--- src/rtl/fifo_pkg.sv ---
// rtl/fifo_pkg.sv - shared widths, default flag levels and reset constants for fifo_param
package fifo_pkg;

  localparam int DEF_DATA_W = 8;
  localparam int DEF_ADDR_W = 4;

  // Flag values after aclr/sclr: the FIFO is empty.
  localparam logic RST_EMPTY        = 1'b1;
  localparam logic RST_FULL         = 1'b0;
  localparam logic RST_ALMOST_EMPTY = 1'b1;
  localparam logic RST_OVERFLOW     = 1'b0;
  localparam logic RST_UNDERFLOW    = 1'b0;

  // Almost-full defaults to three quarters of the depth (12 of 16).
  function automatic int default_af_level(input int addr_w);
    int depth;
    depth = 1 << addr_w;
    return depth - depth / 4;
  endfunction

  // Almost-empty defaults to one eighth of the depth (2 of 16).
  function automatic int default_ae_level(input int addr_w);
    int depth;
    depth = 1 << addr_w;
    return depth / 8;
  endfunction

  // An empty FIFO is only almost full if the threshold is zero.
  function automatic logic rst_almost_full(input int af_level);
    return (af_level == 0) ? 1'b1 : 1'b0;
  endfunction

endpackage

--- src/rtl/fifo_dpram.sv ---
// rtl/fifo_dpram.sv - DEPTH x DATA_W register array, synchronous write, asynchronous read
module fifo_dpram #(
  parameter int DATA_W = 8,
  parameter int ADDR_W = 4
) (
  input  logic              clock,
  input  logic              we,
  input  logic [ADDR_W-1:0] waddr,
  input  logic [DATA_W-1:0] wdata,
  input  logic [ADDR_W-1:0] raddr,
  output logic [DATA_W-1:0] rdata
);

  localparam int DEPTH = 1 << ADDR_W;

  logic [DATA_W-1:0] mem [DEPTH];

  // Storage is deliberately unreset so it can later map onto an inferred RAM.
  always_ff @(posedge clock) begin
    if (we) begin
      mem[waddr] <= wdata;
    end
  end

  assign rdata = mem[raddr];

endmodule

--- src/rtl/fifo_param.sv ---
// rtl/fifo_param.sv - parametrised show-ahead synchronous FIFO; FIFO_ERR_FLAG_EN builds sticky overflow/underflow
module fifo_param
  import fifo_pkg::*;
#(
  parameter int DATA_W   = DEF_DATA_W,
  parameter int ADDR_W   = DEF_ADDR_W,
  parameter int AF_LEVEL = default_af_level(ADDR_W),
  parameter int AE_LEVEL = default_ae_level(ADDR_W)
) (
  input  logic              clock,
  input  logic              aclr,
  input  logic              sclr,
  input  logic              wrreq,
  input  logic [DATA_W-1:0] data,
  input  logic              rdreq,
  output logic [DATA_W-1:0] q,
  output logic              full,
  output logic              empty,
  output logic              almost_full,
  output logic              almost_empty,
  output logic [ADDR_W:0]   usedw,
  output logic              overflow,
  output logic              underflow
);

  localparam int DEPTH = 1 << ADDR_W;
  localparam logic [ADDR_W:0] DEPTH_CNT = (ADDR_W+1)'(DEPTH);
  localparam logic [ADDR_W:0] AF_CNT    = (ADDR_W+1)'(AF_LEVEL);
  localparam logic [ADDR_W:0] AE_CNT    = (ADDR_W+1)'(AE_LEVEL);
  localparam logic RST_ALMOST_FULL      = rst_almost_full(AF_LEVEL);

  logic [ADDR_W-1:0] wp;
  logic [ADDR_W-1:0] rp;
  logic              wr_ok;
  logic              rd_ok;
  logic [ADDR_W:0]   usedw_next;

  // A write into a full FIFO is still taken when the same edge pops the head.
  assign wr_ok      = wrreq & (~full | rdreq);
  assign rd_ok      = rdreq & ~empty;
  assign usedw_next = usedw + (ADDR_W+1)'(wr_ok) - (ADDR_W+1)'(rd_ok);

  fifo_dpram #(
    .DATA_W (DATA_W),
    .ADDR_W (ADDR_W)
  ) u_ram (
    .clock (clock),
    .we    (wr_ok & ~sclr),
    .waddr (wp),
    .wdata (data),
    .raddr (rp),
    .rdata (q)
  );

  // Pointers, occupancy and flags all move together from usedw_next.
  always_ff @(posedge clock or posedge aclr) begin
    if (aclr) begin
      wp           <= '0;
      rp           <= '0;
      usedw        <= '0;
      empty        <= RST_EMPTY;
      full         <= RST_FULL;
      almost_empty <= RST_ALMOST_EMPTY;
      almost_full  <= RST_ALMOST_FULL;
    end else if (sclr) begin
      wp           <= '0;
      rp           <= '0;
      usedw        <= '0;
      empty        <= RST_EMPTY;
      full         <= RST_FULL;
      almost_empty <= RST_ALMOST_EMPTY;
      almost_full  <= RST_ALMOST_FULL;
    end else begin
      if (wr_ok) wp <= wp + 1'b1;
      if (rd_ok) rp <= rp + 1'b1;
      usedw        <= usedw_next;
      empty        <= (usedw_next == '0);
      full         <= (usedw_next == DEPTH_CNT);
      almost_empty <= (usedw_next <= AE_CNT);
      almost_full  <= (usedw_next >= AF_CNT);
    end
  end

`ifdef FIFO_ERR_FLAG_EN
  // Sticky error flags; only a clear drops them, and a cleared cycle never sets them.
  always_ff @(posedge clock or posedge aclr) begin
    if (aclr) begin
      overflow  <= RST_OVERFLOW;
      underflow <= RST_UNDERFLOW;
    end else if (sclr) begin
      overflow  <= RST_OVERFLOW;
      underflow <= RST_UNDERFLOW;
    end else begin
      if (wrreq & full & ~rdreq) overflow  <= 1'b1;
      if (rdreq & empty)         underflow <= 1'b1;
    end
  end
`else
  assign overflow  = 1'b0;
  assign underflow = 1'b0;
`endif

endmodule

--- config.mk ---
export PLATFORM = sky130hd
export DESIGN_NAME = fifo_param
export DESIGN_NICKNAME = d
export VERILOG_FILES = /design/src/rtl/fifo_pkg.sv /design/src/rtl/fifo_dpram.sv /design/src/rtl/fifo_param.sv
export SDC_FILE = /design/constraint.sdc
export NUM_CORES = 1
export LEC_CHECK = 0
export BUFFER_PORTS_ARGS = -buffer_cell sky130_fd_sc_hd__buf_2
export CORE_MARGIN = 4
export CORE_UTILIZATION = 60
export DETAILED_ROUTE_END_ITERATION = 10
export PLACE_DENSITY_LB_ADDON = 0.2
export RECOVER_POWER = 25
export SYNTH_ARGS = -nofsm -noshare
export SYNTH_HDL_FRONTEND = slang
export SYNTH_SLANG_ARGS = --single-unit
--- constraint.sdc ---
create_clock -name clock -period 3.4 [get_ports clock]
set_input_delay 0 -clock clock [delete_from_list [all_inputs] [get_ports clock]]
set_output_delay 0 -clock clock [all_outputs]
set_load 0.01 [all_outputs]
---- After elaboration in Yosys (flattened, before gate mapping) ----
Memory sizes are Yosys's and may differ from the RTL's.
Index checks and enable logic that the tools add are counted.
storage, ports and cells
  output and inout bits ................... 19
  register bits after elaboration ......... 17
  memories ................................ 1
  bits in writable memories ............... 128
cells by class
  muxes and demuxes ....................... 11
  add/sub/neg operators ................... 4
  magnitude comparators ................... 2
  eq/ne operators ......................... 1
  bitwise operators ....................... 7
  reductions and logical operators ........ 3
memories
  name       depth  bits a word  read ports  clocked after Yosys merged registers in  write ports  line              RTL
  u_ram.mem  16     8            1           0                                        1            fifo_dpram.sv:16  logic [DATA_W-1:0] mem [DEPTH];
operators by type and width
  operator                                                                              count
  4-bit two-way mux                                                                     4
  4-bit by 1-bit adder with 4-bit output (second input constant)                        2
  1-bit two-way mux                                                                     6
  5-bit by 1-bit adder with 5-bit output                                                1
  5-bit == test (second input constant)                                                 1
  5-bit by 4-bit greater-or-equal comparator with 1-bit output (second input constant)  1
  5-bit by 2-bit less-or-equal comparator with 1-bit output (second input constant)     1
  5-bit logical NOT                                                                     1
  5-bit two-way mux                                                                     1
  5-bit by 1-bit subtractor with 5-bit output                                           1
  2-bit nonzero test                                                                    2
  1-bit bitwise AND                                                                     3
  1-bit inverter                                                                        3
  1-bit bitwise OR                                                                      1

---- Depth between registers and ports, before layout ----
Gate-level depths: netlist of the first run.
  depth after elaboration ................. 7
  mapped depth ............................ 11

---- By module ----
Synthesis of the first run repeated with hierarchy kept, for this count alone.
unflattened totals
  cell total of the unflattened synthesis .. 316
  area total of the unflattened synthesis .. 5,955.7 µm²
by module, submodules not included
  module      times used  cells each  area each (µm²)
  fifo_dpram  1           221         4,987.3
  fifo_param  1           95          968.4

---- Worst setup path before layout of the first run ----
Ideal clock, no wire load.
  path kind ............................... register to register
  start ................................... reg full
  end ..................................... reg full
  arrival time ............................ 2.488 ns
  stages on the path, launching flop included .. 12
  slack ................................... 0.790 ns
  cell sequence ........................... dfrtp_1 inv_1 o21ai_1 ha_1 inv_1 ha_1 inv_1 fa_1 nand2b_1 a21oi_1 xnor2_1 and4bb_2
on the way
  cells in the longest elaborated chain, start to end .. 7
RTL lines
  what                                         line              RTL
  start: declaration                           fifo_param.sv:17  output logic full,
  start signal: assignment                     fifo_param.sv:78  full <= (usedw_next == DEPTH_CNT);
  1-bit inverter                               fifo_param.sv:39  assign wr_ok = wrreq & (~full | rdreq);
  1-bit bitwise OR                             fifo_param.sv:39
  1-bit bitwise AND                            fifo_param.sv:39
  5-bit by 1-bit adder with 5-bit output       fifo_param.sv:41  assign usedw_next = usedw + (ADDR_W+1)'(wr_ok) - (ADDR_W+1)'(rd_ok);
  5-bit by 1-bit subtractor with 5-bit output  fifo_param.sv:41
  5-bit == test                                fifo_param.sv:78
  1-bit two-way mux                            fifo_param.sv:65  end else if (sclr) begin
Every way passes these cells.
A chain may end at the register's enable or synchronous reset.

---- Worst setup path after layout of the first run ----
Ends and elaborated chain as after synthesis.

==> results of run 1 <==
Yosys cell counts, drive strengths merged:
| cell type | number | share of area [%] |
|---|---|---|
| nand4 | 1 | 0.10 |
| clkbuf | 2 | 0.13 |
| ha | 10 | 2.1 |
| nor2b | 4 | 0.42 |
| nor2 | 14 | 0.88 |
| and2b | 1 | 0.13 |
| and2 | 17 | 1.8 |
| xnor2 | 5 | 0.73 |
| edfxtp | 128 | 64 |
| xor2 | 5 | 0.73 |
| a22oi | 16 | 2.0 |
| o22ai | 1 | 0.10 |
| dlygate4sd2 | 1 | 0.15 |
| a21oi | 2 | 0.17 |
| nor4 | 2 | 0.21 |
| fa | 1 | 0.34 |
| nor4b | 2 | 0.29 |
| and3 | 1 | 0.10 |
| inv | 13 | 0.82 |
| dfrtp | 15 | 6.3 |
| buf | 11 | 1.6 |
| conb | 1 | 0.063 |
| a21o | 1 | 0.13 |
| nand2b | 3 | 0.31 |
| a41o | 2 | 0.34 |
| o21ai | 1 | 0.084 |
| and4bb | 1 | 0.21 |
| mux4 | 32 | 13 |
| dfstp | 2 | 0.88 |
| mux2i | 2 | 0.34 |
| clkdlybuf4s25 | 2 | 0.34 |
| nand2 | 10 | 0.63 |
| o211ai | 2 | 0.25 |
cells in the final DEF, fill, tap and decap left out, types with 3 or more instances in the layout:
master / synthesis / final
nor2_1: 14 / 14
mux4_1: 16 / 16
clkinv_2: 0 / 6
ha_1: 10 / 10
inv_1: 13 / 13
buf_2: 2 / 23
mux4_2: 16 / 16
nor2b_1: 4 / 4
nand2_1: 10 / 10
dfrtp_1: 15 / 14
buf_4: 5 / 3
and2_1: 17 / 17
a22oi_1: 16 / 16
xnor2_1: 5 / 5
dlygate4sd3_1: 0 / 12
clkbuf_16: 0 / 16
xor2_1: 5 / 5
bufinv_16: 0 / 7
edfxtp_1: 128 / 128
clkbuf_1: 2 / 7
nand2b_1: 3 / 3
critical path: cells and delay by family (launching register included):
| kind | cells | cell delay, ps |
|---|---|---|
| buf+inv | 3 | 170 |
| flops | 1 | 340 |
| xor+xnor | 1 | 250 |
| compound gates | 2 | 630 |
| simple gates | 2 | 460 |
| fa+ha+maj | 3 | 880 |
worst paths after layout:
check	start	end	slack [ps]	cells past startpoint
worst max-delay path	full	full	560	11
worst min-delay path	aclr	usedw[1]	130	3
worst max register to register	full	full	560	11
worst min register to register	wp[1]	wp[1]	620	2
max in group asynchronous	aclr	rp[0]	2790	3
min in group clock	data[1]	u_ram.mem[10][1]	440	2
final cells by class:
class	count	area, sq um
sequential	145	4270
tap	133	166
inverter	13	48.8
fill	612	2780
multi-input combinational	138	1530
timing repair buffer	44	280
clock inverter	13	240
clock buffer	18	418
kinds of logic (layout without fill, tap and decap cells):
kind of cell,after synthesis,count (layout),share of synthesized area [%]
flops,145,145,71.5
simple gates,56,56,5.07
mux,34,34,13.4
buf+inv,29,88,2.99
compound gates,25,25,3.08
fa+ha+maj,11,11,2.43
xor+xnor,10,10,1.47
other cells,1,2,0.0628
timing repair:
item,CTS,global route
hold buffers,12,0
resized for setup,0,0
endpoints found under the hold margin,161,0
flip-flops by register name (all words and copies together) (netlist names):
signal and count:
u_ram.mem 128, almost_empty 1, usedw 5, almost_full 1
rp 4, empty 1, wp 4, full 1
where the power goes:
part | switching [mW] | internal [mW] | total [mW]
logic | 0.426 | 0.368 | 0.795
registers | 0.0614 | 2.02 | 2.08
clock network | 0.673 | 1.40 | 2.07
routing by layer:
metal	part of all wire [%]	global-route usage (%)	wire [microns]	vias up
li1	-	-	-	1333
met1	41	29.1	4610	1492
met2	51	34.4	5710	113
met3	6.9	5.76	775	16
met4	1.6	7.48	177	0
met5	0	0	0	-
==> results by group, run 1 <==
Outcome
  – Run status: finished, final reports clean

Timing
  – Setup TNS Final: 0 ps
  – Worst Skew: 9.67 ps
  – Setup violations, final: 0
  – Worst-margin pin slew: 767 ps
  – RSZ-0062 raised after global routing: false
  – Tcrit/Tclk final: 83.5%
  – Fin crit period: 2840 ps
  – Max Clock Freq: 352 MHz
  – PnR worst setup slack: 561 ps
  – Fin. max-slew vios: 0
  – Hold_ws: 135 ps
  – Slew margin rel.: 48.8%
  – Final Hold Viols: 0

Synthesis
  – Post-synth design cell area: 0.00597 sq mm
  – Sequential-to-total area share from yosys stat: 71.5%
  – Cells after synthesis: 311
  – Yosys warns: 0
  – Count of cell types in the netlist: 38
  – Syn_area_per_cell: 19.2 sq um
  – #FFs+latches synth: 145

Placed design
  – Placement Cell Area: 0.00618 sq mm
  – GP Congestion: 0.797
  – Placed cell count: 461
  – PortBufs: 29
  – Dpl ws: 634 ps
  – HPWL after detailed placement: 7040 microns

Finish
  – Fin util: 71.5%
  – Fraction of final layout cells sized beyond drive strength 1: 20.5%
  – N_diodes: 0
  – Fin nets: 383
  – Fin cells: 504
  – Post-layout instance area: 0.00695 sq mm
  – Area Growth Syn to Fin: 16.4%

Clock network
  – Maximum root-to-sink buffer count: 2
  – H-tree Lvls: 4
  – Root Driver: clkbuf_8
  – TritonCTS clock tree: done
  – # clock sinks: 145
  – Worst-skew pair later-pin latency: 520 ps
  – Reg clk slew, reported paths: 60 ps
  – Postcts setup bufs: 0
  – CTS Buf Count: 17

Floorplanning
  – Initial core utilization: 61.4%
  – Die span in x: 108 microns
  – Std cell rows: 36
  – Core box area: 0.00973 sq mm
  – Ports: 32
  – Die ar.: 0.0116 sq mm
  – Die H: 108 microns

Power
  – PD cells: 712 mW/mm^2
  – Worst vdd ir: 0.000613 V
  – Tot Pwr: 4.95 mW
  – Pleak: 2.47 nW

Critical path
  – Top cell by count, worst path: inv_1
  – Startpoint Class: register
  – CP arrival: 3250 ps
  – CP Max Fanout: 7
  – CP Capture Type: register
  – CP peak stage delay: 460 ps
  – Critical Path RT: 3810 ps
  – CP Class: reg2reg
  – Critical path, cell by cell: inv_1, o21ai_1, ha_1, inv_1, ha_1, inv_1, fa_1, nand2b_1, a21oi_1, xnor2_1, and4bb_2
  – Slowest stage cell on the critical path: o21ai_1

Detailed routing
  – DR vias: 2954
  – Number of routed nets with antenna violations: 0
  – Via/cell ratio: 5.86
  – Post-route DRC violation count: 0
  – Drt first pass iters: 4
  – Initial drt markers: 299
  – Final WL: 11300 microns
  – WL/cell: 22.4 microns

Global route
  – Initial antenna violation count: 0
  – Number of global-route vias before repair: 3089
  – Largest net degree at the start of global routing: 36
  – Overflow after GRT: 0
  – First-pass GRT wire length: 17700 microns
  – GRT Util Overall: 21.6%

Worst hold path
  – Hold WC Path Type: in2async

Run
  – Max Cap Viol: 0
Power figures use the tool's default switching activity.
==> inputs of run 2 (changes only) <==
--- a/config.mk
+++ b/config.mk
@@ -7,7 +7,7 @@
 export LEC_CHECK = 0
 export BUFFER_PORTS_ARGS = -buffer_cell sky130_fd_sc_hd__buf_2
 export CORE_MARGIN = 4
-export CORE_UTILIZATION = 60
+export CORE_UTILIZATION = 54
 export DETAILED_ROUTE_END_ITERATION = 10
 export PLACE_DENSITY_LB_ADDON = 0.2
 export RECOVER_POWER = 25
==> constraint.sdc (replaced) <==
create_clock -name clock -period 2.45 [get_ports clock]
set_input_delay 0 -clock clock [delete_from_list [all_inputs] [get_ports clock]]
set_output_delay 0 -clock clock [all_outputs]
set_load 0.01 [all_outputs]
==> run 2 against run 1 <==
Net effect:
- maximum frequency up 21%
- global-route usage down 2.0 points
- sequential power up 38%
- total power up 35%
- combinational power up 55%
- clock power up 27%
- worst hold slack worse by 26 ps
- register-to-register slack worse by 460 ps
- final cell count up 2.4%
- non-clock buffer count up 4
- critical path type unchanged
==> results by group, run 2 (same netlist as run 1, synthesis figures left out) <==
Outcome
  – Run status: finished, final reports clean

Worst hold path
  – Hold WC Path Type: in2async

Power
  – Worst vdd ir: 0.000891 V (+45%)
  – PD cells: 961 mW/mm^2 (+35%)
  – Pleak: 2.47 nW (-0.14%)

Global route
  – Largest net degree at the start of global routing: 23 (-36%)
  – Number of global-route vias before repair: 3217 (+4.1%)
  – Initial antenna violation count: 0 (unchanged)
  – First-pass GRT wire length: 18100 microns (+2.5%)
  – Overflow after GRT: 0 (unchanged)
  – GRT Util Overall: 19.6% (-2.0 points)

Critical path
  – CP arrival: 2760 ps (-490 ps)
  – Setup slack, reg-to-reg: 100 ps (-460 ps)
  – Critical Path RT: 2860 ps (-950 ps)
  – Startpoint Class: register
  – CP Max Fanout: 5 (-2)
  – Reg-to-Reg Start: empty
  – R2R Path End: full
  – CP Capture Type: register
  – Reg2Reg Depth: 10 (-1)
  – CP Class: reg2reg

Floorplanning
  – Ports: 32 (unchanged)
  – Die ar.: 0.0128 sq mm (+10%)
  – Std cell rows: 38 (+5.6%)
  – Die H: 113 microns (+5.0%)
  – Die span in x: 113 microns (+5.0%)
  – Initial core utilization: 55.1% (-6.3 points)
  – Core box area: 0.0108 sq mm (+11%)

Clock network
  – # clock sinks: 145 (unchanged)
  – Maximum root-to-sink buffer count: 2 (unchanged)
  – CTS Buf Count: 17 (unchanged)
  – Reg clk slew, reported paths: 60 ps (about the same)
  – Root Driver: clkbuf_8
  – H-tree Lvls: 4 (unchanged)
  – TritonCTS clock tree: done
  – Post-cts sizing count: 0 (unchanged)
  – Worst-skew pair later-pin latency: 520 ps (about the same)

Timing
  – Max Clock Freq: 425 MHz (+21%)
  – Fin. max-slew vios: 0 (unchanged)
  – Final Hold Viols: 0 (unchanged)
  – RSZ-0062 raised after global routing: false
  – Tcrit/Tclk final: 96.0% (+12 points)
  – Worst-margin pin slew: 862 ps (+95.0 ps)
  – Worst Skew: 11.5 ps (+1.82 ps)
  – Setup TNS Final: 0 ps (unchanged)
  – Slew margin rel.: 42.3% (-6.4 points)
  – Fin crit period: 2350 ps (-488 ps)
  – Setup violations, final: 0 (unchanged)

Finish
  – Post-layout instance area: 0.00698 sq mm (+0.40%)
  – Most frequent cells in the layout: edfxtp_1, buf_2, and2_1
  – Fin cells: 516 (+2.4%)
  – Commonest non-fill, non-tap cell in the layout: edfxtp_1
  – Area Growth Syn to Fin: 16.9%
  – Max FFs per register: 128 (unchanged)
  – Fin util: 64.4% (-7.1 points)
  – Fillers: 766 (+25%)
  – Fin nets: 387 (+1.0%)
  – N_diodes: 0 (unchanged)
  – Largest Register: u_ram.mem
  – Fraction of final layout cells sized beyond drive strength 1: 22.1% (+1.6 points)
  – Top Registers: u_ram.mem: 128 flops, usedw: 5 flops

Detailed routing
  – Post-route DRC violation count: 0 (unchanged)
  – Via/cell ratio: 5.84 (-0.34%)
  – Drt first pass iters: 4 (unchanged)
  – WL/cell: 22.1 microns (-1.4%)
  – Initial drt markers: 277 (-7.4%)
  – Final WL: 11400 microns (+0.98%)
  – DR vias: 3014 (+2.0%)
  – Number of routed nets with antenna violations: 0 (unchanged)

Placed design
  – GP Congestion: 0.751 (-5.7%)
  – HPWL after detailed placement: 6950 microns (-1.3%)
  – PortBufs: 29 (unchanged)
  – Placed cell count: 472 (+2.4%)
  – Placement Cell Area: 0.00627 sq mm (+1.4%)

Run
  – Max Cap Viol: 0 (unchanged)
-- run 2: cell types whose count changed in the layout (fill, tap and decap cells not counted), moves of 2 or more --
cell and delta:
clkinv_2 -3, clkbuf_1 +3, bufinv_16 -3, clkinvlp_4 +2, buf_4 +3
-- run 2: worst max-delay path: stages (launching register included) --
cell and delay, ps:
dfstp_2 530, nor2b_1 50, ha_1 280, inv_1 60, ha_1 160, inv_1 60
fa_2 340, nand2b_4 160, a21oi_4 160, xnor2_2 170, and4bb_2 270
-- run 2: worst max-delay path by stage --
stage | start | to
6_report | empty | full
5_1_grt | empty | full
4_1_cts | rp[0] | q[6]
3_5_place_dp | empty | full
3_3_place_gp | empty | full
2_1_floorplan | empty | full
-- run 2: power by group --
| group | switching (mW) | internal [mW] |
|---|---|---|
| Clock | 0.941 | 1.68 |
| Sequential | 0.0552 | 2.81 |
| Combinational | 0.645 | 0.584 |
-- run 2: final cells by class --
cell class	count	area, sq um	area share, %
timing repair buffer	48	323	4.62
multi-input combinational	138	1560	22.3
clock buffer	22	443	6.34
sequential	145	4270	61.2
clock inverter	10	159	2.28
tap	140	175	2.51
inverter	13	48.8	0.699
-- run 2: timing repair --
action / 4_1_cts / 5_1_grt
endpoints found under the hold margin: 161 / 0
buffers inserted: 0 / 0
hold buffers: 12 / 0
-- run 2: through the flow --
step	setup WS, ps	power (mW)	hold slack [ps]
final	98.9	6.71	109
after floorplan	41.7	3.84	-75.4
after CTS	33.0	6.76	116
after global routing	2.25	7.01	180
after global placement	144	4.11	114
after detailed placement	109	4.14	131
-- run 2: routing by layer --
layer	GRT usage (%)	vias to the layer above	wire length (microns)
li1	-	1340	-
met1	25.3	1548	4690
met3	5.24	33	591
met2	31.0	93	5710
met5	0	-	0
met4	9.78	0	398
